## src/rtl/dispatch_register_file_mp_if.sv

```systemverilog
// Port bundle of the dispatch-stage register file: write ports, read ports,
// debug read and conflict status. The register file uses the slave modport.
interface dispatch_register_file_mp_if #(
  parameter int DATA_W   = 32,
  parameter int ADDR_W   = 5,
  parameter int RD_PORTS = 2,
  parameter int CNT_W    = 16
);
  logic                         iRESET_SYNC;
  logic                         iWR0_VALID;
  logic [ADDR_W-1:0]            iWR0_ADDR;
  logic [DATA_W-1:0]            iWR0_DATA;
  logic                         iWR1_VALID;
  logic [ADDR_W-1:0]            iWR1_ADDR;
  logic [DATA_W-1:0]            iWR1_DATA;
  logic [RD_PORTS*ADDR_W-1:0]   iRD_ADDR;
  logic [RD_PORTS*DATA_W-1:0]   oRD_DATA;
  logic [ADDR_W-1:0]            iDBG_ADDR;
  logic [DATA_W-1:0]            oDBG_DATA;
  logic                         oWR_CONFLICT;
  logic [CNT_W-1:0]             oCONFLICT_CNT;

  modport master (
    output iRESET_SYNC,
    output iWR0_VALID, iWR0_ADDR, iWR0_DATA,
    output iWR1_VALID, iWR1_ADDR, iWR1_DATA,
    output iRD_ADDR,
    input  oRD_DATA,
    output iDBG_ADDR,
    input  oDBG_DATA,
    input  oWR_CONFLICT,
    input  oCONFLICT_CNT
  );

  modport slave (
    input  iRESET_SYNC,
    input  iWR0_VALID, iWR0_ADDR, iWR0_DATA,
    input  iWR1_VALID, iWR1_ADDR, iWR1_DATA,
    input  iRD_ADDR,
    output oRD_DATA,
    input  iDBG_ADDR,
    output oDBG_DATA,
    output oWR_CONFLICT,
    output oCONFLICT_CNT
  );
endinterface

```

## src/rtl/dispatch_register_file_mp.sv

```systemverilog
// Multi-port dispatch register file: two prioritised write ports, N bypassed
// read ports, per-entry valid bits (reset-free data array), debug read, conflict stats.
module dispatch_register_file_mp #(
  parameter int DATA_W   = 32,
  parameter int ADDR_W   = 5,
  parameter int RD_PORTS = 2,
  parameter int CNT_W    = 16
) (
  input  logic                  iCLOCK,
  input  logic                  inRESET,
  dispatch_register_file_mp_if.slave bus
);
  localparam int DEPTH = 2**ADDR_W;

  logic [DATA_W-1:0]          r_mem [DEPTH];
  logic [DEPTH-1:0]           r_valid;
  logic                       r_conflict;
  logic [CNT_W-1:0]           r_cnt;
  logic [DATA_W-1:0]          r_dbg;

  logic                       w_same_addr;
  logic                       w_conflict;
  logic                       w_wr0_en;
  logic                       w_wr1_en;
  logic [DEPTH-1:0]           w_valid_set;
  logic [DATA_W-1:0]          w_dbg_data;
  logic                       w_cnt_sat;
  logic [RD_PORTS*DATA_W-1:0] w_rd_data;

  // Port 0 is suppressed on a same-address collision so port 1 alone lands.
  always_comb begin
    w_same_addr = (bus.iWR0_ADDR == bus.iWR1_ADDR);
    w_conflict  = bus.iWR0_VALID & bus.iWR1_VALID & w_same_addr & ~bus.iRESET_SYNC;
    w_wr1_en    = bus.iWR1_VALID & ~bus.iRESET_SYNC;
    w_wr0_en    = bus.iWR0_VALID & ~bus.iRESET_SYNC & ~(bus.iWR1_VALID & w_same_addr);
    w_valid_set = (w_wr0_en ? ({{(DEPTH-1){1'b0}}, 1'b1} << bus.iWR0_ADDR) : {DEPTH{1'b0}})
                | (w_wr1_en ? ({{(DEPTH-1){1'b0}}, 1'b1} << bus.iWR1_ADDR) : {DEPTH{1'b0}});
    w_cnt_sat   = (r_cnt == {CNT_W{1'b1}});
  end

  // Debug view of the stored state, never the in-flight write data.
  always_comb begin
    if (r_valid[bus.iDBG_ADDR]) begin
      w_dbg_data = r_mem[bus.iDBG_ADDR];
    end else begin
      w_dbg_data = {DATA_W{1'b0}};
    end
  end

  // Valid vector: the only reset state the storage needs.
  always_ff @(posedge iCLOCK or negedge inRESET) begin
    if (!inRESET) begin
      r_valid <= {DEPTH{1'b0}};
    end else if (bus.iRESET_SYNC) begin
      r_valid <= {DEPTH{1'b0}};
    end else begin
      r_valid <= r_valid | w_valid_set;
    end
  end

  // Data array, deliberately without reset so it can map onto RAM.
  always_ff @(posedge iCLOCK) begin
    if (w_wr0_en) begin
      r_mem[bus.iWR0_ADDR] <= bus.iWR0_DATA;
    end
    if (w_wr1_en) begin
      r_mem[bus.iWR1_ADDR] <= bus.iWR1_DATA;
    end
  end

  // Conflict pulse, saturating conflict counter and debug register.
  always_ff @(posedge iCLOCK or negedge inRESET) begin
    if (!inRESET) begin
      r_conflict <= 1'b0;
      r_cnt      <= {CNT_W{1'b0}};
      r_dbg      <= {DATA_W{1'b0}};
    end else if (bus.iRESET_SYNC) begin
      r_conflict <= 1'b0;
      r_cnt      <= {CNT_W{1'b0}};
      r_dbg      <= {DATA_W{1'b0}};
    end else begin
      r_conflict <= w_conflict;
      r_dbg      <= w_dbg_data;
      if (w_conflict && !w_cnt_sat) begin
        r_cnt <= r_cnt + {{(CNT_W-1){1'b0}}, 1'b1};
      end else begin
        r_cnt <= r_cnt;
      end
    end
  end

  for (genvar g = 0; g < RD_PORTS; g++) begin : g_rd
    logic [ADDR_W-1:0] w_addr;
    logic [DATA_W-1:0] w_data;

    assign w_addr = bus.iRD_ADDR[g*ADDR_W +: ADDR_W];

    // Read mux: clear, then port 1 bypass, then port 0 bypass, then array.
    always_comb begin
      if (bus.iRESET_SYNC) begin
        w_data = {DATA_W{1'b0}};
      end else if (bus.iWR1_VALID && (bus.iWR1_ADDR == w_addr)) begin
        w_data = bus.iWR1_DATA;
      end else if (bus.iWR0_VALID && (bus.iWR0_ADDR == w_addr)) begin
        w_data = bus.iWR0_DATA;
      end else if (r_valid[w_addr]) begin
        w_data = r_mem[w_addr];
      end else begin
        w_data = {DATA_W{1'b0}};
      end
    end

    assign w_rd_data[g*DATA_W +: DATA_W] = w_data;
  end

  assign bus.oRD_DATA      = w_rd_data;
  assign bus.oDBG_DATA     = r_dbg;
  assign bus.oWR_CONFLICT  = r_conflict;
  assign bus.oCONFLICT_CNT = r_cnt;

endmodule

```

## src/flat_wrapper.sv

```systemverilog
// flat-port wrapper written by rule: the top's interface ports become plain ports
module dispatch_register_file_mp_flat 
#(
  parameter int DATA_W   = 32,
  parameter int ADDR_W   = 5,
  parameter int RD_PORTS = 2,
  parameter int CNT_W    = 16
)
  (iCLOCK, inRESET, bus_iRESET_SYNC, bus_iWR0_VALID, bus_iWR0_ADDR, bus_iWR0_DATA, bus_iWR1_VALID, bus_iWR1_ADDR, bus_iWR1_DATA, bus_iRD_ADDR, bus_oRD_DATA, bus_iDBG_ADDR, bus_oDBG_DATA, bus_oWR_CONFLICT, bus_oCONFLICT_CNT);
  dispatch_register_file_mp_if #(.DATA_W(DATA_W), .ADDR_W(ADDR_W), .RD_PORTS(RD_PORTS), .CNT_W(CNT_W)) bus_i ();
  input  logic iCLOCK;
  input  logic inRESET;
  input wire logic [$bits(bus_i.iRESET_SYNC)-1:0] bus_iRESET_SYNC;
  input wire logic [$bits(bus_i.iWR0_VALID)-1:0] bus_iWR0_VALID;
  input wire logic [$bits(bus_i.iWR0_ADDR)-1:0] bus_iWR0_ADDR;
  input wire logic [$bits(bus_i.iWR0_DATA)-1:0] bus_iWR0_DATA;
  input wire logic [$bits(bus_i.iWR1_VALID)-1:0] bus_iWR1_VALID;
  input wire logic [$bits(bus_i.iWR1_ADDR)-1:0] bus_iWR1_ADDR;
  input wire logic [$bits(bus_i.iWR1_DATA)-1:0] bus_iWR1_DATA;
  input wire logic [$bits(bus_i.iRD_ADDR)-1:0] bus_iRD_ADDR;
  output wire logic [$bits(bus_i.oRD_DATA)-1:0] bus_oRD_DATA;
  input wire logic [$bits(bus_i.iDBG_ADDR)-1:0] bus_iDBG_ADDR;
  output wire logic [$bits(bus_i.oDBG_DATA)-1:0] bus_oDBG_DATA;
  output wire logic [$bits(bus_i.oWR_CONFLICT)-1:0] bus_oWR_CONFLICT;
  output wire logic [$bits(bus_i.oCONFLICT_CNT)-1:0] bus_oCONFLICT_CNT;
  assign bus_i.iRESET_SYNC = bus_iRESET_SYNC;
  assign bus_i.iWR0_VALID = bus_iWR0_VALID;
  assign bus_i.iWR0_ADDR = bus_iWR0_ADDR;
  assign bus_i.iWR0_DATA = bus_iWR0_DATA;
  assign bus_i.iWR1_VALID = bus_iWR1_VALID;
  assign bus_i.iWR1_ADDR = bus_iWR1_ADDR;
  assign bus_i.iWR1_DATA = bus_iWR1_DATA;
  assign bus_i.iRD_ADDR = bus_iRD_ADDR;
  assign bus_oRD_DATA = bus_i.oRD_DATA;
  assign bus_i.iDBG_ADDR = bus_iDBG_ADDR;
  assign bus_oDBG_DATA = bus_i.oDBG_DATA;
  assign bus_oWR_CONFLICT = bus_i.oWR_CONFLICT;
  assign bus_oCONFLICT_CNT = bus_i.oCONFLICT_CNT;
  dispatch_register_file_mp #(.DATA_W(DATA_W), .ADDR_W(ADDR_W), .RD_PORTS(RD_PORTS), .CNT_W(CNT_W)) u_core (.iCLOCK(iCLOCK), .inRESET(inRESET), .bus(bus_i));
endmodule
```

## config.mk

```make
export PLATFORM = sky130hd
export DESIGN_NAME = dispatch_register_file_mp_flat
export DESIGN_NICKNAME = d
export VERILOG_FILES = /design/src/rtl/dispatch_register_file_mp_if.sv /design/src/rtl/dispatch_register_file_mp.sv /design/src/flat_wrapper.sv
export SDC_FILE = /design/constraint.sdc
export NUM_CORES = 2
export LEC_CHECK = 0
export CAP_MARGIN = 20
export CORE_MARGIN = 3
export CORE_UTILIZATION = 30
export DETAILED_ROUTE_END_ITERATION = 16
export PLACE_DENSITY = 0.57
export SKIP_CTS_REPAIR_TIMING = 1
export SLEW_MARGIN = 20
export SYNTH_ARGS = -nofsm -noshare
export SYNTH_HDL_FRONTEND = slang
export SYNTH_SLANG_ARGS = --single-unit
```

## constraint.sdc

```tcl
create_clock -name iCLOCK -period 4.9 [get_ports iCLOCK]
set_clock_uncertainty 0.05 [all_clocks]
set_input_delay 0.98 -clock iCLOCK [delete_from_list [all_inputs] [get_ports iCLOCK]]
set_output_delay 0.98 -clock iCLOCK [all_outputs]
set_load 0.01 [all_outputs]
```

After elaboration in Yosys (flattened, before gate mapping) --
Memories as Yosys holds them, arrays and structs flattened. Index checks and enable logic that the tools add are counted.
Word-level totals: bits in registers 81, memory bits (writable) 1024, word-level logic and storage cells 61, memories 1
Memory list:
- u_core.r_mem | depth 32, bits a word 32, read ports 3, clocked after memory_dff 0, wr ports 2, RTL line dispatch_register_file_mp.sv:15 | logic [DATA_W-1:0] r_mem [DEPTH];
Operators by class: add/subtract/negate cells 1, order comparisons 3, eq/ne operators 6, shift operators 2, multiplexer cells 26, bitwise operators 11, reductions and logical operators 7
Operator list (number):
- two-way mux 32 bit | 13
- OR 32 bit | 2
- << shifter 1 x 5 -> 32 bit (first input constant) | 2
- two-way mux 16 bit | 2
- equality test 5 bit | 5
- less-than comparator 5 x 6 -> 1 bit (second input constant) | 3
- adder 16 x 1 -> 16 bit (second input constant) | 1
- equality test 16 bit (second input constant) | 1
- binary-select mux 1 bit (select 5 bit) | 3
- two-way mux 1 bit | 8
- bitwise AND 1 bit | 7
- logical AND 1 bit | 5
- NOT 1 bit | 2
- nonzero test 2 bit | 1
- zero test 1 bit | 1

Depth between registers and ports, before layout --
depth after elaboration 8, depth in mapped cells 12, depth with buffers taken out 7

Least setup slack after synthesis --
Ideal clock, no wire load.
kind in2reg, start input port bus_iWR1_ADDR[1], end memory u_core.r_mem[10][0], enable pin, arrival time 4564 ps, data required time 4382 ps, path slack -182 ps, stages on the path 6, path buffers 1, cell sequence buf_2 xnor2_1 nand4_1 nor2_1 or4b_2 o21ai_0
RTL lines:
- start, declared | RTL line flat_wrapper.sv:18 | input wire logic [$bits(bus_i.iWR1_ADDR)-1:0] bus_iWR1_ADDR;
- end, declared | RTL line dispatch_register_file_mp.sv:15

Final worst setup path --
start input port bus_iRD_ADDR[0], end output port bus_oRD_DATA[27]
On the way: longest elaborated chain between the ends 6
Ends and longest elaborated chain:
- start, declared | RTL line flat_wrapper.sv:20 | input wire logic [$bits(bus_i.iRD_ADDR)-1:0] bus_iRD_ADDR;
- binary-select mux 1 bit (select 5 bit) | RTL line dispatch_register_file_mp.sv:106 | end else if (r_valid[w_addr]) begin
- two-way mux 1 bit (implied by the code) | RTL line dispatch_register_file_mp.sv:106
- two-way mux 32 bit | RTL line dispatch_register_file_mp.sv:106
- two-way mux 32 bit | RTL line dispatch_register_file_mp.sv:104 | end else if (bus.iWR0_VALID && (bus.iWR0_ADDR == w_addr)) begin
- two-way mux 32 bit * | RTL line dispatch_register_file_mp.sv:102 | end else if (bus.iWR1_VALID && (bus.iWR1_ADDR == w_addr)) begin
- two-way mux 32 bit * | RTL line dispatch_register_file_mp.sv:100 | if (bus.iRESET_SYNC) begin
- end, declared | RTL line flat_wrapper.sv:21 | output wire logic [$bits(bus_i.oRD_DATA)-1:0] bus_oRD_DATA;
Every way passes the cells marked *; elsewhere a longest branch is shown, timed or not. The select of a mux whose other input is x is not followed.

==> impl_metrics.toml <==
[detailed_routing]
routed_wirelength_um = 344000
route.vias.total = 57000
antenna_violating_nets_post_route = 0
detail_route.wirelength.met1_um = 130000
vias_per_cell = 6.55
drc = 0
average_detailed_routed_wire_length_per_instance_um = 39.5
initialDrtViolationCount = 10100
length_of_the_first_detailed_routing_pass_in_iterations = 7
dr.max_layer_used = "met5"
met2_wirelength_um = 148000
wl_met3_um = 45100

[global_routing]
wire_length_of_the_first_global_routing_pass_um = 464000
grt_max_degree = 78
grt_pass1_vias = 55200
antenna_found_initial = 15
global_route_congestion_overflow_total = 0
global_route.usage.total_pct = 25.8

[worst_setup_path]
critical_path.max_fanout = 21
cp.required_ns = 3.87
critPathCaptureType = "output pin"
rr_endpoint = "u_core.bus.oCONFLICT_CNT[9]"
worst-r2r-cell-count = 7
rrSetupSlack_ns = 2.19
worstPathArrival_ns = 3.91
timing_worst_setup_path_type = "input port to output pin"
timing.rr.start = "u_core.bus.oCONFLICT_CNT[0]"
startpoint_type = "input port"

[synthesis]
yosys_warnings = 0
synth_top_flop_cell = "edfxtp_1"
synthesis.instances = 5031
synth_fp_nets = 5126
asyncSetResetFlopFracSynth_pct = 7.33
synth.yosys.seq_area_share_pct = 43.9
synth.top_cells.by_area = "edfxtp_1, mux4_2, mux2_2, mux2i_1, dfrtp_1"
syn_area_sq_mm = 0.0747
synth_area_leader_cell = "edfxtp_1"
synth.distinct_cells = 72
ys_top_cells_by_count = "edfxtp_1, mux2_2, mux4_2"
avgSynthCellArea_sq_um = 14.9
synthDominantCellAreaShare_pct = 41.2
synth_edf_count = 1024
postSynthRegisterBits = 1105

[floorplan]
die_height_um = 505
std_cell_rows = 182
die_x_um = 505
dieArea_sq_mm = 0.255
floorplan.core_area_sq_mm = 0.247
ioPinCount = 207
start_util_pct = 30.3

[clocking]
clock_transition_time_at_the_flip_flop_clock_pins_of_the_worst_setup_and_hold_paths_ns = 0.06
root_buffer = "clkbuf_16"
worst_skew_pair.late_latency_ns = 0.80
cts_made_buffers = 130
cts_sinks = 1105
tritoncts = "built"
htreeDepth = 4
clockBufferDepth = 3

[sta]
period_needed_ns = 4.94
final_hold_viol_count = 0
worst_pin_slew_ns = 1.02
unrepaired_setup_endpoints_after_global_routing = "yes"
hold_ws_ns = 0.239
slew_violations = 0
worst_slack_ns = -0.0446
report.final.setup_viol = 3
relSlewSlack_pct = 32.0
clock.fmax_mhz = 202
fin_crit_sh_pct = 101

[run_status]
violations = "setup timing"
result_of_the_run = "finished, violations left"

[finish]
filler_cell_count = 23400
area_growth_pct = 20.7
number_of_non_filler_instances_in_the_completed_layout = 8709
finish.net_count = 5389
share_of_final_layout_standard_cells_stronger_than_drive_strength_1_pct = 50.8

[power]
power.density_cell_area_mw_per_mm2 = 271
totalPowerFinal_mw = 24.4
cellLeakagePower_nw = 30.9
power.ir.vdd_worst_mv = 0.367

[hold_path]
worst_hold_path_type = "input port to async pin"

[place]
gp_routability_congestion = 0.913
detailed_place_hpwl_um = 214000
detailedPlace.worstSlack_ns = -1.20
place_inst = 8441
port_buffers = 206

[run]
max-cap-violations = 0
-- state kept, by name (all words and copies together) (netlist names) --
signal / count
u_core.r_mem: 1024
u_core.bus.oCONFLICT_CNT: 16
u_core.bus.oWR_CONFLICT: 1
u_core.bus.oDBG_DATA: 32
u_core.r_valid: 32
-- stage by stage --
| step | TNS (ns) | instance area [sq um] | util (%) |
|---|---|---|---|
| final | -0.0806 | 90200 | 36.6 |
| after global routing | -0.189 | 90200 | 36.6 |
| after CTS | -32.70 | 88900 | 36.0 |
| after detailed placement | -31.24 | 84700 | 34.3 |
| after global placement | -33.67 | 84700 | 34.3 |
| after floorplan | -17.68 | 74700 | - |
-- worst max path at each step --
| stage | startpoint | to | slack [ns] |
|---|---|---|---|
| 3_5_place_dp | bus_iWR1_ADDR[1] | bus_oRD_DATA[63] | -1.20 |
| 2_1_floorplan | bus_iWR1_ADDR[1] | u_core.r_mem[10][0] | -0.18 |
| 4_1_cts | bus_iWR1_ADDR[1] | bus_oRD_DATA[63] | -1.22 |
| 6_report | bus_iRD_ADDR[0] | bus_oRD_DATA[27] | -0.04 |
| 5_1_grt | bus_iRD_ADDR[0] | bus_oRD_DATA[27] | -0.07 |
| 3_3_place_gp | bus_iWR1_ADDR[4] | bus_oRD_DATA[62] | -1.68 |
-- final cells by class --
class | count | area (sq um) | share of cell area (%)
diodes | 4 | 10.0 | 0.0111
clock buffers | 168 | 3550 | 3.94
clock inverters | 63 | 568 | 0.630
inverters | 9 | 41.3 | 0.0458
multi-input cells | 3259 | 40400 | 44.8
flip-flops and latches | 1105 | 32800 | 36.3
well taps | 3312 | 4140 | 4.59
repair buffers | 789 | 8720 | 9.67
-- logic make-up (layout without fill, tap and decap cells) --
kind of cell | count (synthesis) | in the layout | synth area share, %
simple gates | 515 | 515 | 3.49
compound gates | 565 | 565 | 5.77
flops | 1105 | 1105 | 43.9
mux | 2144 | 2144 | 42.5
buf+inv | 667 | 1029 | 3.98
other cells | 0 | 4 | 0
xor+xnor | 34 | 34 | 0.399
fa+ha+maj | 1 | 1 | 0.0167
-- cells in the final DEF, fill, tap and decap left out, drive strengths merged, types with 8 or more instances in the layout --
cell              n
mux2           1039
edfxtp         1024
mux4            718
buf             598
mux2i           387
clkbuf          175
a221oi          172
nor2            150
clkdlybuf4s50   149
nand2           133
a21oi            87
dfrtp            81
a22oi            78
o21ai            68
nand2b           51
nor3             45
clkinv           41
dlymetal6s2s     35
nor4             35
o21ba            28
xnor2            24
o21bai           23
and4b            23
o211a            19
a211oi           15
nand3            14
inv              14
o22ai            13
a32oi            11
nor2b            11
a2111oi          11
xor2             10
a22o              9
o31a              9
bufinv            9
clkinvlp          8
and2              8
-- metal layers --
layer  global-route usage (%)  vias up
met5                        0        -
met1                     34.7    29700
met4                     13.3        6
li1                         -    21300
met2                     37.8     4921
met3                     7.46     1077
-- worst max-delay path: stages --
cell,delay (ns)
buf_16,0.16
mux4_2,0.38
nand3_1,0.09
a41o_1,0.32
a21oi_4,0.22
buf_12,0.28
o21ai_0,0.26
a2111oi_2,0.46
buf_4,0.19
clkdlybuf4s50_1,0.52
-- power by group --
part	total, mW	internal [mW]	switching [mW]
Sequential	10.5	10.4	0.0922
Combinational	4.02	1.82	2.19
Clock	9.89	5.59	4.30
Total	24.4	17.9	6.59
No activity file was read; power rests on OpenSTA's default activity.
